--- src/rtl/imem_rom.sv ---
// 256x8 instruction memory: default program restored on async reset, synchronous patch port.
// Optional build macro IMEM_OUT_REG_EN registers the read port (1-cycle latency).
module imem_rom #(
    parameter int unsigned AW = 8,
    parameter int unsigned DW = 8
) (
    input  logic          clk,
    input  logic          rst_n,
    input  logic [AW-1:0] ad,
    output logic [DW-1:0] out,
    input  logic          we,
    input  logic [AW-1:0] wad,
    input  logic [DW-1:0] wdata
);

    localparam int unsigned DEPTH = 2 ** AW;

    logic [DW-1:0] mem [DEPTH];

    // Boot program image; everything past the listed words is zero.
    function automatic logic [DW-1:0] default_word(input logic [AW-1:0] a);
        logic [DW-1:0] w;
        w = '0;
        case (a)
            AW'(0): w = DW'(8'h10);
            AW'(1): w = DW'(8'h21);
            AW'(2): w = DW'(8'h32);
            AW'(3): w = DW'(8'h43);
            AW'(4): w = DW'(8'h54);
            AW'(5): w = DW'(8'h65);
            AW'(6): w = DW'(8'h76);
            AW'(7): w = DW'(8'h87);
            AW'(8): w = DW'(8'h98);
            default: w = '0;
        endcase
        return w;
    endfunction

    // Reset reloads the whole image and masks any concurrent write.
    always_ff @(posedge clk or negedge rst_n) begin
        if (!rst_n) begin
            for (int i = 0; i < DEPTH; i++) begin
                mem[i] <= default_word(AW'(i));
            end
        end else if (we) begin
            mem[wad] <= wdata;
        end
    end

`ifdef IMEM_OUT_REG_EN
    always_ff @(posedge clk or negedge rst_n) begin
        if (!rst_n) begin
            out <= '0;
        end else begin
            out <= mem[ad];
        end
    end
`else
    assign out = mem[ad];
`endif

endmodule

--- config.mk ---
export PLATFORM = sky130hd
export DESIGN_NAME = imem_rom
export DESIGN_NICKNAME = d
export VERILOG_FILES = /design/src/rtl/imem_rom.sv
export SDC_FILE = /design/constraint.sdc
export NUM_CORES = 2
export LEC_CHECK = 0
export CORE_MARGIN = 5
export CORE_UTILIZATION = 59
export DETAILED_ROUTE_END_ITERATION = 10
export GPL_ROUTABILITY_DRIVEN = 0
export HOLD_SLACK_MARGIN = 0.12
export PLACE_DENSITY = 0.79
export SETUP_SLACK_MARGIN = 0.2
export SLEW_MARGIN = 20
export SYNTH_ARGS = -nofsm -noshare
export SYNTH_HDL_FRONTEND = slang
export SYNTH_SLANG_ARGS = --single-unit
--- constraint.sdc ---
create_clock -name clk -period 7.17 [get_ports clk]
set_input_delay 1.434 -clock clk [delete_from_list [all_inputs] [get_ports clk]]
set_output_delay 1.434 -clock clk [all_outputs]
set_load 0.05 [all_outputs]
======== Word-level counts from Yosys, hierarchy flattened ========
Cells that the tools add are included.
word-level totals
  flip-flop bits (word level) ............. 2048
  output and inout bits ................... 8
cells by class
  magnitude comparators ................... 3
  mux-type cells .......................... 6
  bitwise operators ....................... 2
  reduce and logical (&&, ||, !) cells .... 1
operator list
  operator                                            count
  bitwise mux 2048 bit                                1
  binary-select mux 8 bit (select 8 bit)              1
  demux 8 bit (select 8 bit)                          1
  two-way mux 8 bit                                   3
  >= comparator 9 bit, second input constant          2
  inverter 8 -> 9 bit                                 2
  < comparator 9 x 1 -> 1 bit, second input constant  1
  logical AND 1 bit                                   1

======== Depth between registers and ports, before layout ========
  word-level depth ........................ 6
  mapped depth ............................ 13

======== Worst setup path after synthesis ========
Ideal clock, no wire load.
  path type ............................... input-to-output
  start point ............................. input port ad[0]
  end point ............................... output port out[6]
  data arrival time ....................... 4.392 ns
  data required time ...................... 5.736 ns
  slack ................................... 1.344 ns
  stages on the path ...................... 9
  buffers on the path ..................... 4
  path through ............................ buf_6 > buf_12 > buf_12 > buf_12 > mux4_2 > mux2i_1 > a2111oi_0 > nor3_1 > nor4_1
on the way
  longest elaborated chain between the ends .. 4
ends and longest elaborated chain
  element                                               RTL line  text
  start, declared                                       9         input logic [AW-1:0] ad,
  inverter 8 -> 9 bit (implied by the code)             59        assign out = mem[ad];
  binary-select mux 8 bit (select 8 bit)                59
  two-way mux 8 bit (implied by the code) (2 in a row)  59
  end, declared                                         10        output logic [DW-1:0] out,
No other way between the ends. The select of a mux whose other input is x is not followed.

======== Worst setup path after layout ========
  start point ............................. input port ad[6]
  end point ............................... output port out[1]
Same word-level chain as after synthesis.

==> results.toml <==
[placed_design]
portBuffers = 34
dpl_cell_area_um2 = 95730
dp.cells = 7893
dpl.hpwl_um = 153900

[global_route]
grtUsageTotal_pct = 29.39
antenna_found_initial = 15
grt_pass1_vias = 58098
grt_max_degree = 189
grt_pass1_wl_um = 373500
grt_overflow = 0

[sta]
finClkSkew_ns = 0
max_slew_margin_pct = 11.43
setup_viol = 0
fmax_mhz = 140.4
max_slew.worst_pin.slew_ns = 1.329
period_needed_ns = 7.121
final_max_slew_viol_count = 0
rsz0062_at_grt = "false"
setup_tns_ns = 0
finalHoldViolations = 0
fin_crit_sh_pct = 99.32

[final_layout]
instances_no_fill = 8265
largest_reg_flops = 2048
reg_top3 = "mem x2048"
area.growth.synth_to_final_pct = 9.854
final_area_um2 = 102700
nets = 6053
largest_register = "mem"
final_layout_size_suffix_gt1_share_pct = 50.74

[synthesis]
synth_top_family_by_area = "multiplexers"
synthAdderAreaFrac_pct = 0
synthTopCellsByCount = "2,050 x mux2_2, 2,020 x dfrtp_1, 443 x mux4_2"
synth.avg_cell_area_um2 = 15.40
synthMuxAreaShare_pct = 37.00
syn-instance-count = 6068
synthDominantCellAreaShare_pct = 54.09
synth.most_common_cell = "mux2_2"
synth_edf_count = 0
async_flop_share_pct = 100.0
synth_warnings = 0
yosysUniqueCellTypes = 58
synth_area_leaders = "dfrtp_1 54%, mux2_2 25%, mux4_2 11%"
synth_xor_area_share_pct = 0
ys_seq_area_share_pct = 54.88
syn_area_um2 = 93450
synth_compound_area_share_pct = 3.021
synth_top_area_cell = "dfrtp_1"
syn_nets = 6095
dominantRegCellSynth = "dfrtp_1"
synth-simple-area-share_pct = 2.492
synth-seq-cells = 2048

[pwr]
power_frac_clock_pct = 43.0
seq_power_share_pct = 48.8
ir_drop_uv = 177.7
swShare_pct = 23.45
p_comb_share_pct = 8.2
p_leak_nw = 48.67
power.internal_w = 0.01944
p_sw_w = 0.005952
power_density_nw_per_um2 = 247.3

[floorplan]
die_y_um = 408.0
rows = 146
coreArea_um2 = 158000
io_pins = 35
initial_core_util_pct = 59.14
die_area_um2 = 166400
dieWidth_um = 408.0

[critical_path]
crit_start = "ad[6]"
arrival_ns = 5.69
cp_max_fo = 11
reg2reg_slack_ns = 6.37
cp-end-kind = "output pin"
cp-start-kind = "input pin"
required_ns = 5.74
r2r-start = "mem[1077]"
r2r_cells = 1
critPathCapture = "out[1]"
r2r_end = "mem[1077]"
critPathKind = "input pin to output pin"

[clock_network]
cts.sinks = 2048
hold_buffers = 0
clockBufferDepth = 3
cts_buffers = 202
clockRootBuffer = "clkbuf_16"
cts_tree = "done"
clkTransAtPathRegs_ns = 0.06
clkLatencyLatePin_ns = 0.83
cts_max_level = 4

[min_path]
hold_start = "mem[1775]"
hold_class = "flip-flop to flip-flop"

[route]
first_pass_iters = 5
vias = 55072
wire_per_inst_um = 29.45
via_per_inst = 6.663
drt_iter0_markers = 4981
wirelength_um = 243400
drtAntennaViolNets = 0
post-route-drc-count = 0

[status]
outcome = "finished clean"

[flow_run]
cap_viol_max_count = 0
## stage by stage
stage / setup WS [ns] / hold slack, ns / power (W) / utilization (%)
after detailed placement: 0.2825 / 0.4872 / 0.01466 / 60.59
after floorplan: 1.344 / 0.4712 / 0.01381 / -
after global routing: 0.2157 / 0.5071 / 0.02620 / 64.96
after CTS: 0.2761 / 0.5001 / 0.02549 / 64.92
final: 0.04908 / 0.4986 / 0.02539 / 64.97
after global placement: 0.2208 / 0.4813 / 0.01456 / 60.58
## worst max-delay path: stages
cell	delay, ns
clkdlybuf4s50_1	0.73
nor2b_1	0.32
nor2b_1	0.77
o221ai_1	0.40
o22ai_1	0.26
nor3_1	0.13
nor4_1	0.82
buf_4	0.29
nor3_1	0.13
buf_4	0.20
buf_4	0.18
## what timing repair did
| item | 4_1_cts | 5_1_grt |
|---|---|---|
| hold endpoints to repair | 0 | 0 |
| setup endpoints to repair | 0 | 3 |
| gates resized for setup | 0 | 3 |
| setup buffers | 0 | 0 |
## layout by cell type, fill, tap and decap left out, types with 6 or more instances in the layout
| master | synthesis | routed |
|---|---|---|
| nand2_1 | 162 | 161 |
| buf_4 | 12 | 162 |
| a22o_1 | 15 | 15 |
| inv_6 | 0 | 6 |
| nor2_1 | 136 | 131 |
| nor3_1 | 25 | 22 |
| mux2_2 | 2050 | 2050 |
| a21oi_1 | 110 | 110 |
| mux2i_1 | 151 | 151 |
| bufinv_16 | 0 | 18 |
| o21ai_0 | 22 | 22 |
| o221ai_1 | 32 | 32 |
| nor4_1 | 19 | 18 |
| clkinv_2 | 0 | 33 |
| nor2b_1 | 24 | 20 |
| clkbuf_8 | 0 | 62 |
| a221oi_1 | 11 | 11 |
| and2_1 | 10 | 7 |
| clkbuf_1 | 306 | 40 |
| nand2b_1 | 13 | 12 |
| a22oi_1 | 160 | 160 |
| nor2_2 | 60 | 63 |
| nand3_1 | 21 | 21 |
| dfstp_2 | 28 | 28 |
| diode_2 | 0 | 10 |
| dfrtp_1 | 2020 | 2020 |
| o22ai_1 | 29 | 29 |
| clkbuf_16 | 0 | 205 |
| mux4_2 | 443 | 443 |
| clkdlybuf4s50_1 | 0 | 11 |
| buf_12 | 12 | 26 |
## power by group through the flow
| stage | clock, W | combinational, W | sequential (W) |
|---|---|---|---|
| 2_1_floorplan | 0 | 0.00132 | 0.0125 |
| 3_3_place_gp | 0 | 0.00202 | 0.0125 |
| 3_5_place_dp | 0 | 0.00207 | 0.0126 |
| 4_1_cts | 0.0110 | 0.00208 | 0.0124 |
| 5_1_grt | 0.0115 | 0.00223 | 0.0124 |
| 6_report | 0.0109 | 0.00209 | 0.0124 |
## area by class of cell
class	count	area (µm²)
clock buffer	299	6023
tap	2072	2592
antenna	10	25.02
sequential	2048	51280
multi-input combinational	3553	39820
clock inverter	62	829.5
fill	10786	55360
inverter	6	22.52
timing repair buffer	215	2064
## worst min-delay path by stage
| stage | depth (start not counted) | endpoint |
|---|---|---|
| 2_1_floorplan | 1 | mem[1627] |
| 6_report | 1 | mem[1775] |
| 3_3_place_gp | 1 | mem[1834] |
| 3_5_place_dp | 1 | mem[2027] |
| 4_1_cts | 1 | mem[2027] |
| 5_1_grt | 1 | mem[1934] |
## metal layers
metal | wire, µm | GRT usage (%)
met5 | 70 | 0
met4 | 11320 | 12.09
met3 | 19870 | 7.401
met2 | 113400 | 45.13
met1 | 98750 | 40.64
## kinds of logic after synthesis
family / after synthesis
AOI/OAI and AO/OA: 411
and+or+nand+nor: 498
muxes: 2644
buffers and inverters: 467
DFF: 2048
No activity file was read; power rests on OpenSTA's default activity.
